### config.mk
export PLATFORM = sky130hd
export DESIGN_NAME = adder_arbiter
export DESIGN_NICKNAME = d
export VERILOG_FILES = /design/src/rtl/adder_arbiter.sv
export SDC_FILE = /design/constraint.sdc
export NUM_CORES = 1
export LEC_CHECK = 0
export CORE_MARGIN = 4
export CORE_UTILIZATION = 43
export CTS_CLUSTER_DIAMETER = 200
export DETAILED_ROUTE_END_ITERATION = 6
export PLACE_DENSITY = 0.76
export SLEW_MARGIN = 0
export SYNTH_ARGS = -nofsm -noshare
export SYNTH_HDL_FRONTEND = slang
export SYNTH_SLANG_ARGS = --single-unit
### constraint.sdc
create_clock -name clk -period 1.9 [get_ports clk]
set_input_delay 0.475 -clock clk [delete_from_list [all_inputs] [get_ports clk]]
set_output_delay 0.475 -clock clk [all_outputs]
set_load 0.05 [all_outputs]
### src/rtl/adder_arbiter.sv
// Two-requester arbiter sharing one ripple adder; one transaction in flight at a time.
// Define ADDER_ARB_ROUND_ROBIN_EN for alternating tie-break, otherwise requester 0 wins ties.
module adder_arbiter #(
  parameter int W = 3
) (
  input  logic         clk,
  input  logic         rst_n,
  input  logic         req0_valid,
  input  logic [W-1:0] req0_a,
  input  logic [W-1:0] req0_b,
  output logic         req0_ready,
  input  logic         req1_valid,
  input  logic [W-1:0] req1_a,
  input  logic [W-1:0] req1_b,
  output logic         req1_ready,
  output logic         rsp_valid,
  output logic         rsp_id,
  output logic [W:0]   rsp_sum,
  input  logic         rsp_ready,
  output logic         busy
);

  typedef enum logic [1:0] {IDLE, CALC, RESP} state_t;

  state_t       state_q, state_d;
  logic [W-1:0] a_q, a_d, b_q, b_d;
  logic         id_q, id_d;
  logic         last_grant_q, last_grant_d;
  logic         rsp_valid_q, rsp_valid_d;
  logic         rsp_id_q, rsp_id_d;
  logic [W:0]   rsp_sum_q, rsp_sum_d;

  logic         grant;
  logic         accept;
  logic [W-1:0] sum_bits;
  logic         carry_out;

  always_comb begin
    grant = 1'b0;
    if (req0_valid && req1_valid) begin
`ifdef ADDER_ARB_ROUND_ROBIN_EN
      grant = ~last_grant_q;
`else
      grant = 1'b0;
`endif
    end else begin
      grant = req1_valid;
    end
  end

  assign req0_ready = (state_q == IDLE) && !grant && req0_valid;
  assign req1_ready = (state_q == IDLE) &&  grant && req1_valid;
  assign accept     = req0_ready || req1_ready;

  // Ripple chain over the latched operands, carry-in fixed at zero.
  always_comb begin
    logic c;
    c        = 1'b0;
    sum_bits = '0;
    for (int i = 0; i < W; i++) begin
      sum_bits[i] = a_q[i] ^ b_q[i] ^ c;
      c           = (a_q[i] & b_q[i]) | (c & (a_q[i] ^ b_q[i]));
    end
    carry_out = c;
  end

  always_comb begin
    state_d      = state_q;
    a_d          = a_q;
    b_d          = b_q;
    id_d         = id_q;
    last_grant_d = last_grant_q;
    rsp_valid_d  = rsp_valid_q;
    rsp_id_d     = rsp_id_q;
    rsp_sum_d    = rsp_sum_q;
    case (state_q)
      IDLE: begin
        if (accept) begin
          a_d          = grant ? req1_a : req0_a;
          b_d          = grant ? req1_b : req0_b;
          id_d         = grant;
          last_grant_d = grant;
          state_d      = CALC;
        end
      end
      CALC: begin
        rsp_sum_d   = {carry_out, sum_bits};
        rsp_id_d    = id_q;
        rsp_valid_d = 1'b1;
        state_d     = RESP;
      end
      RESP: begin
        // Response outputs are zero whenever no result is being offered.
        if (rsp_ready) begin
          rsp_valid_d = 1'b0;
          rsp_id_d    = 1'b0;
          rsp_sum_d   = '0;
          state_d     = IDLE;
        end
      end
      default: begin
        state_d     = IDLE;
        rsp_valid_d = 1'b0;
        rsp_id_d    = 1'b0;
        rsp_sum_d   = '0;
      end
    endcase
  end

  always_ff @(posedge clk or negedge rst_n) begin
    if (!rst_n) begin
      state_q      <= IDLE;
      a_q          <= '0;
      b_q          <= '0;
      id_q         <= 1'b0;
      last_grant_q <= 1'b1;
      rsp_valid_q  <= 1'b0;
      rsp_id_q     <= 1'b0;
      rsp_sum_q    <= '0;
    end else begin
      state_q      <= state_d;
      a_q          <= a_d;
      b_q          <= b_d;
      id_q         <= id_d;
      last_grant_q <= last_grant_d;
      rsp_valid_q  <= rsp_valid_d;
      rsp_id_q     <= rsp_id_d;
      rsp_sum_q    <= rsp_sum_d;
    end
  end

  assign rsp_valid = rsp_valid_q;
  assign rsp_id    = rsp_id_q;
  assign rsp_sum   = rsp_sum_q;
  assign busy      = (state_q != IDLE);

endmodule

**Word level (Yosys, flattened, before mapping)**

Index checks and enable logic that the tools add are counted.

- Output and inout port bits: 9
- Bits in registers: 15
- Bits of input ports: 17

- Equal/unequal tests: 4
- Muxes and demuxes: 11
- Reductions and logical operators: 12
- Bitwise logic cells: 13

Operators with widths:

| operator | count |
|---|---|
| one-hot mux 4 bit (3 select lines) | 1 |
| 2-to-1 mux 3 bit | 2 |
| one-hot mux 1 bit (3 select lines) | 2 |
| one-hot mux 2 bit (3 select lines) | 1 |
| AND reduction 2 bit | 3 |
| AND 1 bit | 5 |
| logical AND 1 bit | 5 |
| XOR 1 bit | 5 |
| 2-to-1 mux 2 bit | 2 |
| 2-to-1 mux 4 bit | 1 |
| inequality test 2 bit (second input constant) | 2 |
| == test 2 x 1 -> 1 bit (second input constant) | 1 |
| == test 2 bit (second input constant) | 1 |
| zero test 2 bit | 1 |
| 2-to-1 mux 1 bit | 2 |
| OR 1 bit | 2 |
| nonzero test 2 bit | 1 |
| zero test 1 bit | 1 |
| logical OR 1 bit | 1 |
| NOT 1 bit | 1 |

**Longest topological paths before layout**

Gate-level depths: netlist of run 1.

- Word-level depth: 8
- Mapped depth: 5
- Depth with buffers taken out: 5

**Worst setup path before layout of run 1**

No wires, ideal clock.

- Path type: input -> output
- Start point: input port req1_valid
- End point: output port req1_ready
- Buffers on the path: 1
- Data required time: 1.425 ns
- Stages on the path: 3
- Arrival time: 1.361 ns
- Path slack: 0.064 ns
- Cells stage by stage: buf_2 -> nand2_1 -> nor2_1

- Longest elaborated chain between the ends: 4

RTL lines:

| what | line | source |
|---|---|---|
| from (decl) | 12 | `input logic req1_valid,` |
| logical AND 1 bit | 40 | `if (req0_valid && req1_valid) begin` |
| 2-to-1 mux 1 bit | 40 |  |
| logical AND 1 bit | 52 | `assign req1_ready = (state_q == IDLE) && grant && req1_valid;` |
| logical AND 1 bit (*) | 52 |  |
| to (decl) | 15 | `output logic req1_ready,` |

Every way passes the cells marked *; elsewhere a longest branch is shown, timed or not.

**Worst setup path after layout of run 1**

- Start point: input port req0_valid
- End point: output port req1_ready

- Longest elaborated chain between the ends: 4

RTL lines:

| what | line | source |
|---|---|---|
| from (decl) | 8 | `input logic req0_valid,` |
| logical AND 1 bit | 40 |  |
| 2-to-1 mux 1 bit | 40 |  |
| logical AND 1 bit (2 in a row) | 52 |  |

No other way between the ends.

==> results.json, run 1 <==
{
  "power_uw": 1846,
  "cp_max_fo": 3,
  "synth_xor_area_frac": 0,
  "synth_top_area_share": 0.4862,
  "outcome": "finished, final reports clean",
  "fin_worst_skew_ps": 6.706,
  "dpl.hpwl_um": 1403,
  "holdBufCountCts": 0,
  "cts_root_buf": "clkbuf_4",
  "hold_violations": 0,
  "synth-edff-count": 0,
  "dieArea_sq_um": 2537,
  "synth_ff_type": "dfrtp_1",
  "synth_compound_area_frac": 0.2285,
  "clk_latency_ps": 290,
  "arrival_ps": 1390,
  "min_period_over_period": 0.9792,
  "maxCapViolCount": 0,
  "wirelength_um": 1804,
  "cts_resized": 0,
  "place_congestion": 0.8217,
  "slew_viol_final": 0,
  "required_ps": 1420,
  "syn_avg_cell_area_sq_um": 10.16,
  "timing.final.ws_setup_ps": 39.47,
  "drc": 0,
  "num_rows": 15,
  "die_w_um": 50.37,
  "clock.fmax_mhz": 537.5,
  "clk_pin_slew_ps": 90,
  "yosys.area.top_type": "dfrtp_1",
  "synth_cell_types": 22,
  "preCtsSetupSlack_ps": 31.40,
  "syn_to_final_growth_pct": 43.92,
  "yosys_warnings": 0,
  "routedWlPerCell_um": 13.56,
  "grtUsageTotal": 0.1598,
  "io_pins": 26,
  "coreArea_sq_um": 1708,
  "fillers": 141,
  "vias_per_cell": 4.865,
  "diodes": 0,
  "numCtsBuffers": 3,
  "crit_buf_inv": 3,
  "slowest_delay_ps": 420,
  "clock_sinks": 15,
  "syn_nets": 96,
  "dp_cells": 129,
  "slew_headroom": 0.8361,
  "synth_mux_area_frac": 0,
  "vdd_drop_max_v": 0.0007824,
  "drt_first_iter_violations": 5,
  "cts_tree": "done",
  "layoutNonFillerInstCount": 133,
  "io_buffers": 25,
  "synth_top_family_by_area": "compound AO/OA/AOI/OAI gates",
  "grt_pass1_wl_um": 3015,
  "via_count": 647,
  "setup_viol": 0,
  "grt_pass1_vias": 629,
  "crit_path_start_kind": "primary input",
  "post_synth_instance_area_sq_um": 772.0,
  "critPathSlowestCell": "clkdlybuf4s50_1",
  "crit_family": "buffers and inverters",
  "max_slew.worst_pin.slew_ps": 245.5,
  "synth_adder_area_share": 0.06807,
  "critPathCaptureType": "primary output",
  "period_needed_ps": 1861,
  "crit_chain": "clkdlybuf4s50_1 > buf_4 > nor2_1 > buf_12",
  "ys_top_cells_by_area": "dfrtp_1 49%, a22oi_1 5.8%, nand2_1 5.3%, fa_1 5.2%, o22a_1 4.5%",
  "yosysSeqAreaShare": 0.4862,
  "synthSimpleGateAreaFrac": 0.1394,
  "first_pass_iters": 4,
  "holdCritPathClass": "primary input to async pin",
  "ant_nets": 0,
  "die_h_um": 50.37,
  "drive_gt1_frac": 0.2037,
  "cts_buffer_depth": 2,
  "postCtsSetupBuffers": 0,
  "start_util": 0.4520,
  "synth.ff_latch_count": 15,
  "fin_tns_setup_ps": 0,
  "finalNetCount": 129,
  "grt-ovfl-total": 0,
  "critical_path_class": "primary input to primary output",
  "multiInputGateArea_sq_um": 336.6,
  "leakage_uw": 0.0004894,
  "power.density_nw_per_um2": 1662,
  "synth_cells": 76,
  "grt_max_degree": 16,
  "htree_levels": 1,
  "fin_util": 0.6505,
  "async_flop_share": 1.000,
  "antenna_found_initial": 0,
  "seq_area_sq_um": 376.6,
  "rsz0062_at_grt": "false"
}
## per-layer routing
| layer | wire length [um] | vias up | track usage |
|---|---|---|---|
| met5 | 0 | - | 0 |
| met4 | 21 | 0 | 0.04036 |
| met3 | 72 | 3 | 0.05935 |
| met2 | 977 | 9 | 0.2761 |
| met1 | 733 | 302 | 0.1860 |
| li1 | - | 333 | - |
## cell usage after synthesis, types with 2 or more instances
library cell / n
nand2b_1: 2
o22ai_1: 5
nor2b_1: 2
nand2_1: 11
a22oi_1: 6
o21ai_0: 6
fa_1: 2
dfrtp_1: 15
inv_1: 7
o21ai_1: 2
a31oi_1: 2
o22a_1: 4
nor2_1: 3
## flip-flops by register name, indices dropped and copies added (netlist names)
register   flops
rsp_id         1
a_q            3
rsp_sum        4
rsp_valid      1
b_q            3
state_q        2
id_q           1
## logic make-up after synthesis
kind of cell	count (synthesis)
AOI/OAI and AO/OA	27
adders and majority gates	3
buffers and inverters	11
DFF	15
and+or+nand+nor	20
## layout by cell type (no fill, tap or decap), drive strengths merged
master         count
o22a               4
clkdlybuf4s50     16
inv                8
o22ai              5
dfrtp             15
a31oi              2
nand2b             2
o21a               1
nor2b              2
o21ai              8
nand2             11
a21oi              1
clkbuf             4
ha                 1
a22oi              6
nor3b              1
fa                 2
buf               15
nor2               4
## final timing paths
| check | start | endpoint | slack, ps | cells past startpoint |
|---|---|---|---|---|
| max reg2reg | a_q[0] | rsp_sum[2] | 230 | 5 |
| max | req0_valid | req1_ready | 40 | 4 |
| min reg2reg | rsp_valid | rsp_valid | 490 | 1 |
| min | rst_n | rsp_id | 490 | 2 |
| max in group asynchronous | rst_n | state_q[1] | 1220 | 2 |
| min in group clk | rsp_valid | rsp_valid | 490 | 1 |
## final cells by class
class	count	area share
clock buffers	4	0.02365
inverters	8	0.02703
flip-flops and latches	15	0.3390
multi-input cells	50	0.3029
well taps	25	0.02815
repair buffers	31	0.2793
## per-stage QoR
stage	area [sq um]	hold slack, ps
6_report	1111	489.0
5_1_grt	1111	506.4
4_1_cts	1110	493.3
3_5_place_dp	1084	474.1
3_3_place_gp	1084	465.5
2_1_floorplan	772.0	179.4
## report_power, final
| part | switching, uW | leakage, uW | internal, uW |
|---|---|---|---|
| clock | 99.3 | 0.0000150 | 81.7 |
| sequential | 117 | 0.000185 | 469 |
| combinational | 633 | 0.000289 | 447 |
(Power assumes the default switching activity.)
==> run 2: changes to the inputs <==
- ABC_AREA: default -> 1
- CAP_MARGIN: default -> 20
==> run 2 against run 1 <==
Utilization rose by 4.1 points. Sequential cell count did not move. Synthesized cell count rose by 18%. Sequential power fell by 5.3%. Die area fell by 1.6%. Hold slack got worse by 15 ps. Clock skew fell by 4.0 ps. Sequential share of layout area rose by 0.55 points. Register-to-register slack improved by 80 ps. Largest cell class unchanged.
==> results.json, run 2 <==
{
  "rsz0062_at_grt": "true",
  "grt_pass1_wl_um": 2449,
  "drt_first_iter_violations": 9,
  "synth_top_area_share": 0.4959,
  "async_flop_share": 1.000,
  "hold_slack_ps": 474.3,
  "cp_max_fo": 3,
  "first_pass_iters": 3,
  "yosysSeqAreaShare": 0.4959,
  "io_pins": 26,
  "grt_max_degree": 16,
  "grtUsageTotal": 0.1286,
  "cts_resized": 0,
  "syn_avg_cell_area_sq_um": 8.411,
  "ys_top_cells_by_area": "dfrtp_1 50%, nand2_1 20%, fa_1 5.3%, nand3_1 5.3%, inv_1 4.5%",
  "power.density_nw_per_um2": 1511,
  "hold_violations": 0,
  "dieArea_sq_um": 2496,
  "die_w_um": 49.96,
  "preCtsSetupSlack_ps": 38.08,
  "vdd_drop_max_v": 0.0009205,
  "synth_cells": 90,
  "die_h_um": 49.96,
  "final_common_cell": "nand2_1",
  "numCtsBuffers": 3,
  "vias_per_cell": 4.667,
  "postCtsSetupBuffers": 0,
  "antenna_found_initial": 0,
  "ant_nets": 0,
  "synth.ff_latch_count": 15,
  "max_slew.worst_pin.slew_ps": 250.7,
  "setup_viol": 0,
  "dpl.hpwl_um": 1153,
  "grt_pass1_vias": 626,
  "outcome": "finished, final reports clean",
  "diodes": 0,
  "synthTopCellsByCount": "41 x nand2_1, 15 x dfrtp_1, 9 x inv_1",
  "fin_worst_skew_ps": 2.734,
  "holdCritPathClass": "register to register",
  "routedWlPerCell_um": 9.935,
  "critical_path_class": "primary input to primary output",
  "arrival_ps": 1380,
  "slew_viol_final": 0,
  "via_count": 644,
  "timing.final.ws_setup_ps": 49.82,
  "critPathSlowestCell": "clkdlybuf4s50_1",
  "synth-edff-count": 0,
  "yosys_warnings": 0,
  "clk_pin_slew_ps": 80,
  "syn_to_final_growth_pct": 43.97,
  "synth_ff_type": "dfrtp_1",
  "cts_root_buf": "clkbuf_4",
  "drive_gt1_frac": 0.2049,
  "leakage_uw": 0.0005621,
  "drc": 0,
  "post_synth_instance_area_sq_um": 757.0,
  "dp_cells": 134,
  "largest_register_ffs": 4,
  "min_period_over_period": 0.9738,
  "period_needed_ps": 1850,
  "cts_buffer_depth": 2,
  "yosysMostFrequentCell": "nand2_1",
  "required_ps": 1420,
  "holdBufCountCts": 0,
  "crit_chain": "clkdlybuf4s50_1 > inv_2 > nor2_2 > buf_12",
  "start_util": 0.4802,
  "coreArea_sq_um": 1577,
  "wirelength_um": 1371,
  "yosys.area.top_type": "dfrtp_1",
  "power_uw": 1647,
  "mostFrequentLayoutCells": "41 x nand2_1, 16 x clkdlybuf4s50_1, 15 x dfrtp_1",
  "cts_tree": "done",
  "htree_levels": 1,
  "clk_latency_ps": 280,
  "synth_cell_types": 17,
  "layoutNonFillerInstCount": 138,
  "critPathCaptureType": "primary output",
  "clock.fmax_mhz": 540.5,
  "io_buffers": 25,
  "slew_headroom": 0.8323,
  "syn_nets": 110,
  "finalNetCount": 143,
  "grt-ovfl-total": 0,
  "clock_sinks": 15,
  "fillers": 149,
  "num_rows": 14,
  "crit_path_start_kind": "primary input",
  "slowest_delay_ps": 490,
  "maxCapViolCount": 0,
  "place_congestion": 0.7290
}
## run 2: cell count changes after synthesis, moves of 4 or more
cell / before / now
a22oi_1: 6 / 0
nand2_1: 11 / 41
nand3_1: 0 / 8
o22a_1: 4 / 0
o22ai_1: 5 / 0
## run 2: path summary, 6_finish.rpt
path,startpoint,endpoint,slack (ps),depth (start not counted)
worst max-delay path,req0_valid,req0_ready,50,4
worst min-delay path,rsp_valid,rsp_valid,470,2
worst max register to register,a_q[0],rsp_sum[2],310,5
worst min register to register,rsp_valid,rsp_valid,470,2
max in group asynchronous,rst_n,rsp_sum[2],1230,2
min in group asynchronous,rst_n,state_q[1],510,2
## run 2: kinds of logic (layout without fill, tap and decap cells)
kind of cell,Yosys count,count (layout),share of synthesized area
AO/OA/AOI/OAI,8,8,0.07769
adder cells (fa/ha/maj),3,3,0.06942
buffers and inverters,12,44,0.07272
flip-flops,15,15,0.4959
AND/OR/NAND/NOR,52,52,0.2843
## run 2: final cells by class
type,instances,area [sq um],area share
clock buffers,4,26.28,0.02411
inverters,11,43.79,0.04018
multi-input cells,63,329.1,0.3020
flip-flops and latches,15,375.4,0.3444
well taps,16,20.02,0.01837
repair buffers,29,295.3,0.2710
## run 2: metrics by stage
stage | util | setup TNS, ps | area, sq um
floorplan | - | 0 | 759.5
global placement | 0.6746 | 0 | 1064
detailed placement | 0.6746 | 0 | 1064
CTS | 0.6913 | 0 | 1090
global route | 0.6913 | -1.863 | 1090
finish | 0.6913 | 0 | 1090
## run 2: routing by layer
metal  vias to the layer above  GRT usage  part of all wire
met4                         0    0.06912             0.027
met5                         -          0                 0
met2                        25     0.2269              0.46
met1                       272     0.1407              0.43
li1                        342          -                 -
met3                         5    0.03012             0.084
## run 2: power by group
group	leakage [uW]	switching (uW)	internal, uW
Clock	0.0000150	93.7	81.5
Sequential	0.000190	92.9	461
Combinational	0.000357	573	345
## run 2: worst max-delay path, delay by kind of cell
family / cells / cell delay (ps)
buf+inv: 3 / 710
simple gates: 1 / 190
